**src/rtl/conv_operand_packer_pkg.sv**
```systemverilog
// rtl/conv_operand_packer_pkg.sv - shared constants and types for the conv operand packer
// Contents: BYTES/WORD_W/NIB_W/LANES geometry, counter width, FSM state enum.
package conv_operand_packer_pkg;

  localparam int BYTES  = 16;
  localparam int WORD_W = 8 * BYTES;
  localparam int NIB_W  = 4;
  localparam int LANES  = WORD_W / NIB_W;
  localparam int CNT_B  = $clog2(BYTES);

  typedef enum logic {
    W_LOAD = 1'b0,
    RUN    = 1'b1
  } state_t;

endpackage

```
**src/rtl/conv_operand_packer_if.sv**
```systemverilog
// rtl/conv_operand_packer_if.sv - byte streams in, packed engine operands out
// Signals: w_valid/w_ready/w_data (weight bytes), x_valid/x_ready/x_data (IFM bytes),
//          In_Weight/weight_valid, In_IFM/in_valid (engine side), vec_cnt (IFM words emitted).
// Modports: master = stream source / engine side, slave = packer.
interface conv_operand_packer_if
  import conv_operand_packer_pkg::*;
#(
  parameter int CNT_W = 16
);
  logic              w_valid;
  logic              w_ready;
  logic [7:0]        w_data;
  logic              x_valid;
  logic              x_ready;
  logic [7:0]        x_data;
  logic [WORD_W-1:0] In_Weight;
  logic              weight_valid;
  logic [WORD_W-1:0] In_IFM;
  logic              in_valid;
  logic [CNT_W-1:0]  vec_cnt;

  modport master (
    output w_valid, w_data, x_valid, x_data,
    input  w_ready, x_ready, In_Weight, weight_valid, In_IFM, in_valid, vec_cnt
  );

  modport slave (
    input  w_valid, w_data, x_valid, x_data,
    output w_ready, x_ready, In_Weight, weight_valid, In_IFM, in_valid, vec_cnt
  );
endinterface

```
**src/rtl/conv_operand_packer_byte_word_packer.sv**
```systemverilog
// rtl/conv_operand_packer_byte_word_packer.sv - byte counter, staging buffer and completion strobe
// Ports: clk, rst_n, beat (byte accepted this cycle), data (byte), cnt (bytes already staged),
//        word (complete word, valid when done), done (this beat completes the word).
module byte_word_packer #(
  parameter int BYTES = 16,
  parameter int CW    = $clog2(BYTES)
) (
  input  logic               clk,
  input  logic               rst_n,
  input  logic               beat,
  input  logic [7:0]         data,
  output logic [CW-1:0]      cnt,
  output logic [8*BYTES-1:0] word,
  output logic               done
);

  logic [8*BYTES-1:0] stage;
  logic [CW+2:0]      lsb;

  assign lsb  = {cnt, 3'b000};
  assign done = beat && (cnt == CW'(BYTES - 1));

  // The final byte is merged combinationally so the full word can be
  // registered downstream on the same edge that accepts it.
  always_comb begin
    word = stage;
    word[8*BYTES-1 -: 8] = data;
  end

  always_ff @(posedge clk or negedge rst_n) begin
    if (!rst_n) begin
      stage <= '0;
      cnt   <= '0;
    end else if (beat) begin
      stage[lsb +: 8] <= data;
      cnt             <= done ? '0 : cnt + 1'b1;
    end
  end

endmodule

```
**src/rtl/conv_operand_packer.sv**
```systemverilog
// rtl/conv_operand_packer.sv - packs byte-serial weight/IFM streams into 128-bit engine operands
// Ports: clk, rst_n (async, active-low), bus (slave modport: byte streams in,
//        In_Weight/weight_valid, In_IFM/in_valid, vec_cnt out).
module conv_operand_packer
  import conv_operand_packer_pkg::*;
#(
  parameter int BYTES = conv_operand_packer_pkg::BYTES,
  parameter int CNT_W = 16
) (
  input logic                 clk,
  input logic                 rst_n,
  conv_operand_packer_if.slave bus
);

  localparam int CW = $clog2(BYTES);

  state_t             state, state_nx;
  logic               w_ready_c, x_ready_c;
  logic               w_beat, x_beat;
  logic               w_done, x_done;
  logic [CW-1:0]      w_cnt, x_cnt;
  logic [8*BYTES-1:0] w_word, x_word;
  logic [CNT_W-1:0]   vec_q;

  assign w_beat = bus.w_valid && w_ready_c;
  assign x_beat = bus.x_valid && x_ready_c;

  byte_word_packer #(.BYTES(BYTES)) u_w_pack (
    .clk(clk), .rst_n(rst_n), .beat(w_beat), .data(bus.w_data),
    .cnt(w_cnt), .word(w_word), .done(w_done)
  );

  byte_word_packer #(.BYTES(BYTES)) u_x_pack (
    .clk(clk), .rst_n(rst_n), .beat(x_beat), .data(bus.x_data),
    .cnt(x_cnt), .word(x_word), .done(x_done)
  );

  always_ff @(posedge clk or negedge rst_n) begin
    if (!rst_n) state <= W_LOAD;
    else        state <= state_nx;
  end

  always_comb begin
    state_nx = state;
    case (state)
      W_LOAD:  if (w_done) state_nx = RUN;
      RUN:     if (w_beat) state_nx = W_LOAD;
      default: state_nx = W_LOAD;
    endcase
  end

  // A weight reload may only start on an IFM word boundary, and when both
  // streams offer at that boundary the weight byte wins.
  always_comb begin
    w_ready_c = 1'b0;
    x_ready_c = 1'b0;
    case (state)
      W_LOAD: w_ready_c = 1'b1;
      RUN: begin
        w_ready_c = (x_cnt == '0);
        x_ready_c = !((x_cnt == '0) && bus.w_valid);
      end
      default: ;
    endcase
  end

  assign bus.w_ready = w_ready_c;
  assign bus.x_ready = x_ready_c;

  always_ff @(posedge clk or negedge rst_n) begin
    if (!rst_n) begin
      bus.In_Weight    <= '0;
      bus.weight_valid <= 1'b0;
      bus.In_IFM       <= '0;
      bus.in_valid     <= 1'b0;
      vec_q            <= '0;
    end else begin
      bus.weight_valid <= w_done;
      bus.in_valid     <= x_done;
      if (w_done) bus.In_Weight <= w_word;
      if (x_done) begin
        bus.In_IFM <= x_word;
        vec_q      <= vec_q + 1'b1;
      end
    end
  end

  assign bus.vec_cnt = vec_q;

endmodule

```
**src/flat_wrapper.sv**
```systemverilog
// flat-port wrapper written by rule: the top's interface ports become plain ports
module conv_operand_packer_flat import conv_operand_packer_pkg::*;
#(
  parameter int BYTES = conv_operand_packer_pkg::BYTES,
  parameter int CNT_W = 16
)
  (clk, rst_n, bus_w_valid, bus_w_data, bus_x_valid, bus_x_data, bus_w_ready, bus_x_ready, bus_In_Weight, bus_weight_valid, bus_In_IFM, bus_in_valid, bus_vec_cnt);
  conv_operand_packer_if #(.CNT_W(CNT_W)) bus_i ();
  input logic clk;
  input logic rst_n;
  input wire logic [$bits(bus_i.w_valid)-1:0] bus_w_valid;
  input wire logic [$bits(bus_i.w_data)-1:0] bus_w_data;
  input wire logic [$bits(bus_i.x_valid)-1:0] bus_x_valid;
  input wire logic [$bits(bus_i.x_data)-1:0] bus_x_data;
  output wire logic [$bits(bus_i.w_ready)-1:0] bus_w_ready;
  output wire logic [$bits(bus_i.x_ready)-1:0] bus_x_ready;
  output wire logic [$bits(bus_i.In_Weight)-1:0] bus_In_Weight;
  output wire logic [$bits(bus_i.weight_valid)-1:0] bus_weight_valid;
  output wire logic [$bits(bus_i.In_IFM)-1:0] bus_In_IFM;
  output wire logic [$bits(bus_i.in_valid)-1:0] bus_in_valid;
  output wire logic [$bits(bus_i.vec_cnt)-1:0] bus_vec_cnt;
  assign bus_i.w_valid = bus_w_valid;
  assign bus_i.w_data = bus_w_data;
  assign bus_i.x_valid = bus_x_valid;
  assign bus_i.x_data = bus_x_data;
  assign bus_w_ready = bus_i.w_ready;
  assign bus_x_ready = bus_i.x_ready;
  assign bus_In_Weight = bus_i.In_Weight;
  assign bus_weight_valid = bus_i.weight_valid;
  assign bus_In_IFM = bus_i.In_IFM;
  assign bus_in_valid = bus_i.in_valid;
  assign bus_vec_cnt = bus_i.vec_cnt;
  conv_operand_packer #(.BYTES(BYTES), .CNT_W(CNT_W)) u_core (.clk(clk), .rst_n(rst_n), .bus(bus_i));
endmodule
```
**config.mk**
```make
export PLATFORM = sky130hd
export DESIGN_NAME = conv_operand_packer_flat
export DESIGN_NICKNAME = d
export VERILOG_FILES = /design/src/rtl/conv_operand_packer_pkg.sv /design/src/rtl/conv_operand_packer_if.sv /design/src/rtl/conv_operand_packer_byte_word_packer.sv /design/src/rtl/conv_operand_packer.sv /design/src/flat_wrapper.sv
export SDC_FILE = /design/constraint.sdc
export NUM_CORES = 1
export LEC_CHECK = 0
export CORE_MARGIN = 2
export CORE_UTILIZATION = 48
export DETAILED_ROUTE_END_ITERATION = 10
export PLACE_DENSITY = 0.82
export SLEW_MARGIN = 40
export SYNTH_ARGS = -nofsm -noshare
export SYNTH_HDL_FRONTEND = slang
export SYNTH_SLANG_ARGS = --single-unit
```
**constraint.sdc**
```tcl
create_clock -name clk -period 7.3 [get_ports clk]
set_clock_uncertainty 0.05 [all_clocks]
set_input_delay 1.46 -clock clk [delete_from_list [all_inputs] [get_ports clk]]
set_output_delay 1.46 -clock clk [all_outputs]
set_load 0.01 [all_outputs]
```
======== Word level (Yosys, flattened, before mapping) ========
Cells that the tools add are included.
cells by class
  $add $sub $neg .......................... 5
  multiply operators ...................... 0
  div/mod/pow operators ................... 0
  magnitude comparators ................... 0
  equal/unequal tests ..................... 2
  shift-type cells ........................ 4
  muxes and demuxes ....................... 9
  bitwise operators ....................... 1
  reductions and logical operators ........ 7
operator list
  cell                                                   number
  bitwise mux 128 bit                                    2
  variable shift 8 x 9 -> 128 bit, first input constant  2
  variable part select 8 x 9 -> 128 bit                  2
  negator 7 -> 9 bit                                     2
  adder 16 x 1 -> 16 bit, second input constant          1
  adder 4 x 1 -> 4 bit, second input constant            2
  equality test 4 bit, second input constant             2
  two-way mux 4 bit                                      2
  logical AND 1 bit                                      5
  zero test 4 bit                                        1
  one-hot mux 1 bit (2 select lines)                     2
  two-way mux 1 bit                                      3
  zero test 1 bit                                        1
  NOT 1 bit                                              1
storage, ports and cells
  register bits after elaboration ......... 539
  bits in latches ......................... 0
  bits in writable memories ............... 0
  memory bits (read-only) ................. 0
  input port bits ......................... 20
  output and inout port bits .............. 276
  logic and storage cells ................. 38
  memories kept ........................... 0

======== Logic depth before layout (Yosys ltp) ========
Gate-level depths: netlist (run 1).
  depth after elaboration ................. 7
  depth in mapped cells ................... 11
  depth with buffers taken out ............ 8

======== By module ========
Synthesis (run 1) repeated with hierarchy kept, for this count alone.
second synthesis, totals
  cell total of the unflattened synthesis .. 1309
  area total of the unflattened synthesis .. 20614.8 sq um
by module, submodules not included
  module                               times used  cells each  area an instance (sq um)  sequential area each (sq um)
  conv_operand_packer                  1           612         10262.3                   6881.6
  byte_word_packer at u_core.u_x_pack  1           345         5187.5                    3103.0
  byte_word_packer at u_core.u_w_pack  1           352         5165.0                    3103.0

======== Worst setup path after synthesis (run 1) ========
Ideal clock, no wire load.
  path type ............................... input -> output
  start ................................... in bus_w_valid
  end ..................................... out bus_x_ready
  data arrival time ....................... 1886 ps
  required time ........................... 5790 ps
  setup slack ............................. 3904 ps
  stages on the path ...................... 2
  cells stage by stage .................... and4bb_1 nor2b_1
between the ends
  cells in the longest elaborated chain, start to end .. 3
RTL lines
  what                RTL line                   source
  start: declaration  flat_wrapper.sv:11         input wire logic [$bits(bus_i.w_valid)-1:0] bus_w_valid;
  logical AND 1 bit   conv_operand_packer.sv:61  x_ready_c = !((x_cnt == '0) && bus.w_valid);
  zero test 1 bit     conv_operand_packer.sv:61
  two-way mux 1 bit   conv_operand_packer.sv:57  case (state)
  end: declaration    flat_wrapper.sv:16         output wire logic [$bits(bus_i.x_ready)-1:0] bus_x_ready;
No other way between the ends.

======== Worst setup path after layout (run 1) ========
Ends and elaborated chain as after synthesis.

==> results of run 1 <==
==> power by group <==
| part | internal (mW) | switching, mW | total, mW |
|---|---|---|---|
| clock network | 1.89 | 1.14 | 3.02 |
| logic | 1.02 | 1.08 | 2.10 |
| registers | 3.51 | 0.403 | 3.91 |
==> through the flow <==
stage / hold slack [ns] / area [sq um] / power [mW] / worst slack [ns]
final: 0.416 / 25900 / 9.04 / 2.61
after global routing: 0.430 / 25900 / 9.45 / 2.60
after CTS: 0.414 / 25800 / 9.09 / 2.66
after detailed placement: 0.399 / 23900 / 6.04 / 2.60
after global placement: 0.389 / 23800 / 5.92 / 2.68
after floorplan: 0.383 / 20400 / 4.98 / 3.90
==> cell usage after synthesis, types with 2 or more instances <==
master	n	share of area, %
xnor2_1	14	0.60
nand2_2	2	0.061
clkbuf_1	36	0.66
buf_6	3	0.17
and2_1	10	0.31
nor3_1	2	0.049
buf_4	13	0.48
inv_1	22	0.40
mux2_2	353	19
ha_1	9	0.55
nand4_1	7	0.21
a21o_1	2	0.073
o41ai_1	2	0.086
nand2b_1	4	0.12
o31ai_1	7	0.26
dfrtp_1	523	64
nor3_2	2	0.098
mux2i_1	16	0.78
and3_1	13	0.40
or2_1	3	0.092
nand3_1	19	0.47
o21ai_1	2	0.049
nor2_4	8	0.44
o21ai_0	94	2.3
xor2_1	6	0.26
nand2_1	272	5.0
nor2_2	2	0.061
o22ai_1	2	0.061
nand3b_1	3	0.11
or2_0	4	0.12
nor2b_1	13	0.40
and4_1	2	0.086
nor2_1	14	0.26
a21oi_1	5	0.12
buf_2	27	0.66
==> metal layers <==
metal | vias to the layer above | part of all wire [%]
li1 | 5762 | -
met2 | 411 | 48
met1 | 6695 | 42
met5 | - | 0
met4 | 0 | 2.3
met3 | 81 | 7.7
==> registers in the layout, indices dropped and copies added, names as in the netlist <==
name,flops
u_core.bus.in_valid,1
u_core.u_x_pack.cnt,4
u_core.u_x_pack.stage,120
u_core.u_w_pack.stage,120
u_core.bus.weight_valid,1
u_core.state,1
u_core.bus.In_Weight,128
u_core.bus.In_IFM,128
u_core.bus.vec_cnt,16
u_core.u_w_pack.cnt,4
==> critical path, cell delays in order <==
cell             delay, ns
clkdlybuf4s50_1       0.57
and4bb_1              0.32
nor2b_1               0.18
clkdlybuf4s50_1       0.64
==> final timing paths <==
check	startpoint	end	slack, ns
hold / removal	u_core.u_w_pack.stage[64]	u_core.bus.In_Weight[64]	0.42
hold reg to reg	u_core.u_w_pack.stage[64]	u_core.bus.In_Weight[64]	0.42
min in group asynchronous	rst_n	u_core.bus.In_Weight[57]	0.80
setup reg to reg	u_core.u_x_pack.cnt[0]	u_core.bus.In_Weight[9]	3.54
max in group asynchronous	rst_n	u_core.u_x_pack.stage[17]	4.97
setup / recovery	bus_w_valid	bus_x_ready	2.61
==> logic make-up after synthesis <==
kind of cell | Yosys count
flip-flops | 523
AND/OR/NAND/NOR | 389
multiplexers | 369
AO/OA/AOI/OAI | 119
buffers and inverters | 103
XOR/XNOR | 20
adder cells (fa/ha/maj) | 9
==> area by class of cell <==
type                            count  area, sq um  area share [%]
Clock buffer                       71         1520            5.89
Sequential cell                   523        13100            50.6
Tap cell                          539          674            2.61
Inverter                           23         86.3           0.334
Multi-Input combinational cell    906         6870            26.6
Timing Repair Buffer              310         3170            12.3
Clock inverter                     25          445            1.72
==> summary.md, run 1 <==
| Metric | Value |
|---|---|
| Tcrit/Tclk final | 64.3% |
| Die height | 210 um |
| Detailed Route WL | 48600 um |
| Post-synthesis xor/xnor area fraction | 0.857% |
| Largest net degree at the start of global routing | 100 |
| Mapped Area | 20400 sq um |
| Final hold violation count | 0 |
| Grt met3 use | 6.09% |
| Max-Slew Margin vs Limit | 46.7% |
| ANT cells | 0 |
| Core area | 41900 sq um |
| Top Usage Layer GRT | met2 |
| PD cells | 349 nW/um^2 |
| Clock Sinks | 523 |
| Vias in the first global route | 13500 |
| Port Buffers | 295 |
| GRT Resource Usage Total | 22.2% |
| Status | complete, no violations |
| Reg2Reg Depth | 9 |
| Drt pass-1 iters | 5 |
| Syn Inst Count | 1532 |
| Req. time, crit path | 5.79 ns |
| Post-Synth Adder-Cell Area | 0.551% |
| Max-Cap Viols | 0 |
| Hold-fix buffers, CTS | 0 |
| Critical path endpoint category | output port |
| Post-synth top flop | dfrtp_1 |
| First-pass GRT wire length | 76800 um |
| Min-delay worst type | register to register |
| Post-CTS Setup Inserts | 0 |
| Die Wd | 210 um |
| Critical Path AT | 3.18 ns |
| Met2 Use GR | 35.9% |
| Synth cell types | 51 |
| Post-CTS sizing | 0 |
| Post-route ant nets | 0 |
| Clock transition at path regs | 0.07 ns |
| FFs w/ async S/R, synth | 100% |
| RSZ-0062 raised after global routing | false |
| Starting Density | 48.7% |
| WL/cell | 20.3 um |
| H-tree Lvls | 2 |
| Remaining Overflow, GRT | 0 |
| Setup TNS Final | 0 ns |
| Area grow syn2layout | 26.6% |
| Setup violations, final | 0 |
| Rows | 75 |
| Die area | 44200 sq um |
| Simple logic cell fraction of the synthesized area | 8.73% |
| Largest family of logic cells by synthesized area | multiplexers |
| Post-route minimum period | 4.69 ns |
| Layout cell share with drive strength beyond 1 | 26.3% |
| Mux contribution to synthesized area | 20.2% |
| Fin nets | 1846 |
| Number of flops mapped to enable cells by yosys | 0 |
| CP Launch Type | input pin |
| Clock latency on the worst-skew pair | 0.59 ns |
| Via density | 5.40 |
| Max frequency | 0.213 GHz |
| Peak supply drop | 0.000199 V |
| Count of pins over their slew limit | 0 |
| Most frequent cells in the layout | dfrtp_1, mux2_2, clkdlybuf4s50_1, nand2_1, o21ai_0 |
| Max Buffers Root-to-Sink | 3 |
| Drt initial violations | 1086 |
| Placed Cells | 2299 |
| Leak pwr | 12.4 nW |
| Layout Cells excl Fill | 2397 |
| WS Path Type | input pin to output port |
| Number of buffers created by CTS | 53 |
| Syn nets | 1561 |
| Most common cell after layout, fill and taps aside | dfrtp_1 |
| CTS tree | yes |
| Core Util, Final | 61.7% |
| Gpl congestion | 0.809 |
| Initial antenna violation count | 0 |
| YS warnings | 0 |
| Worst Tran Pin Value | 0.798 ns |
| Synth Area per Inst | 13.3 sq um |
| Seq/Total Area, Yosys | 64.1% |
| CP Max Fanout | 4 |
| # DRC | 0 |
| DP Wirelength | 32100 um |
| Root buffer cell | clkbuf_16 |
| Hold path depth | 2 |
| Compound-cell area share of the yosys netlist | 3.16% |
| Synth Register Bits | 523 |
| GR Util met1 | 29.4% |
| Fill cells | 3108 |
| I/O pin count | 296 |
| Vias | 12900 |
No activity file was read; power rests on OpenSTA's default activity.
==> run 2, diff against run 1 <==
clock period = 4.9 ns   (was 7.3 ns; I/O delays follow)
==> run 2 against run 1 <==
  * Hold slack worse by 0.048 ns
  * Via count shrank 0.93%
  * Clock-buffer cell count down 1
  * Sequential power is 49% higher
  * Largest cell class unchanged
==> summary.md, run 2 (synthesis gave the netlist of run 1 again) <==
| Metric | Value |
|---|---|
| CP Max Fanout | 20 (+16) |
| Core Util, Final | 61.4% (-0.24 points) |
| PD cells | 517 nW/um^2 (+48%) |
| Rows | 75 (unchanged) |
| Layout Cells excl Fill | 2395 (-0.083%) |
| RR Endpoint | u_core.u_x_pack.stage[78] |
| Count of pins over their slew limit | 0 (unchanged) |
| Post-route ant nets | 0 (unchanged) |
| Root buffer cell | clkbuf_16 |
| Biggest regs | u_core.bus.In_IFM: 128 flops, u_core.bus.In_Weight: 128 flops |
| Clock Sinks | 523 (unchanged) |
| Tcrit/Tclk final | 80.8% |
| Initial antenna violation count | 0 (unchanged) |
| I/O pin count | 296 (unchanged) |
| Peak supply drop | 0.000255 V (+29%) |
| Largest net degree at the start of global routing | 129 (+29%) |
| Fin nets | 1843 (-0.16%) |
| Detailed Route WL | 47800 um (-1.8%) |
| Clock transition at path regs | 0.06 ns (about the same) |
| CP Launch Type | register |
| WS Path Type | register to output port |
| Vias in the first global route | 13300 (-1.6%) |
| Worst Tran Pin Value | 0.846 ns (+0.0486 ns) |
| Crit. Startpoint | u_core.u_x_pack.cnt[0] |
| CTS tree | yes |
| Hold-fix buffers, CTS | 0 (unchanged) |
| Critical Path AT | 2.93 ns (-0.25 ns) |
| Most frequent cells in the layout | dfrtp_1, mux2_2, clkdlybuf4s50_1, nand2_1, o21ai_0 |
| Reg2Reg Depth | 7 (-2) |
| Design Power | 13.3 mW (+47%) |
| Area of the multi-input gates | 6870 sq um (about the same) |
| Critical path endpoint category | output port |
| Number of buffers created by CTS | 52 (-1.9%) |
| Leak pwr | 12.4 nW (-0.44%) |
| Clock latency on the worst-skew pair | 0.59 ns (about the same) |
| GRT Resource Usage Total | 21.8% (-0.32 points) |
| Die area | 44200 sq um (unchanged) |
| WL/cell | 19.9 um (-1.7%) |
| Max frequency | 0.253 GHz |
| Setup violations, final | 0 (unchanged) |
| Port Buffers | 295 (unchanged) |
| Crit path to | bus_x_ready |
| Area grow syn2layout | 26.1% |
| Setup TNS Final | 0 ns (unchanged) |
| Max-Cap Viols | 0 (unchanged) |
| Req. time, crit path | 3.87 ns (-1.92 ns) |
| Placed Cells | 2299 (unchanged) |
| Most common cell after layout, fill and taps aside | dfrtp_1 |
| Setup WS pre-CTS | 1.27 ns (-1.33 ns) |
| ANT cells | 0 (unchanged) |
| R2R Setup Slk | 1.53 ns (-2.01 ns) |
| Status | complete, no violations |
| # DRC | 0 (unchanged) |
| Remaining Overflow, GRT | 0 (unchanged) |
| Min-delay worst type | input pin to async pin |
| Final hold violation count | 0 (unchanged) |
| Post-route minimum period | 3.96 ns |
| Die Wd | 210 um (unchanged) |
| Vias | 12800 (-0.93%) |
| RSZ-0062 raised after global routing | false |
| Setup WS post-layout | 0.940 ns (-1.67 ns) |
| Reg area | 13100 sq um (unchanged) |
| Core area | 41900 sq um (unchanged) |
| Critical R2R Launch | u_core.u_x_pack.cnt[0] |
| First-pass GRT wire length | 76000 um (-1.0%) |
| H-tree Lvls | 2 (unchanged) |
| Gpl congestion | 0.810 (about the same) |
| Post-CTS Setup Inserts | 0 (unchanged) |
| Max Buffers Root-to-Sink | 3 (unchanged) |
| Drt initial violations | 1047 (-3.6%) |
| Starting Density | 48.7% (unchanged) |
| Layout cell share with drive strength beyond 1 | 25.8% (-0.51 points) |
| Die height | 210 um (unchanged) |
| Post-CTS sizing | 0 (unchanged) |
| Drt pass-1 iters | 5 (unchanged) |
| Via density | 5.36 (-0.85%) |
| DP Wirelength | 31600 um (-1.5%) |
| Fill cells | 3121 (+0.42%) |
| Max-Slew Margin vs Limit | 43.3% (-3.3 points) |
## run 2: changes by cell type in the layout (fill, tap and decap cells not counted), sizes merged
cell | previous run | this run
clkinv | 8 | 11
clkdlybuf4s50 | 293 | 294
clkinvlp | 2 | 0
buf | 17 | 14
clkbuf | 71 | 70
## run 2: worst min path at each step
| stage | slack (ns) | start | end |
|---|---|---|---|
| after CTS | 0.38 | rst_n | u_core.bus.In_Weight[91] |
| after floorplan | 0.38 | u_core.u_w_pack.stage[0] | u_core.bus.In_Weight[0] |
| after global routing | 0.40 | rst_n | u_core.u_w_pack.stage[91] |
| after detailed placement | 0.39 | u_core.u_w_pack.stage[7] | u_core.bus.In_Weight[7] |
| final | 0.37 | rst_n | u_core.u_w_pack.stage[92] |
| after global placement | 0.39 | u_core.u_w_pack.stage[81] | u_core.bus.In_Weight[81] |
## run 2: per-layer routing
metal / routed length [um] / up-vias / track usage (%)
li1: - / 5789 / -
met1: 20000 / 6555 / 29.2
met5: 0 / - / 0
met4: 979 / 0 / 5.40
met3: 3790 / 77 / 6.17
met2: 23000 / 407 / 35.5
## run 2: critical path, stage by stage, from the launching register on
cell	delay [ns]
dfrtp_1	0.71
inv_1	0.22
ha_1	0.34
and4bb_1	0.27
nor2b_1	0.16
clkdlybuf4s50_1	0.65
## run 2: report_power, final
group,total (mW),switching (mW),internal [mW],leakage (nW)
Combinational,3.09,1.58,1.51,4.39
Clock,4.39,1.67,2.72,0.936
Sequential,5.83,0.600,5.23,7.05
Total,13.3,3.85,9.46,12.4
## run 2: stage by stage
stage | hold WS (ns) | instance area [sq um]
2_1_floorplan | 0.383 | 20400
5_1_grt | 0.397 | 25800
6_report | 0.368 | 25800
3_5_place_dp | 0.395 | 23900
3_3_place_gp | 0.392 | 23900
4_1_cts | 0.375 | 25800
## run 2: layout make-up
type / instances / share of cell area, %
clock buffer: 70 / 5.63
clock inverter: 26 / 1.76
inverter: 23 / 0.335
multi-input combinational: 906 / 26.7
sequential: 523 / 50.8
tap: 539 / 2.62
timing repair buffer: 308 / 12.2
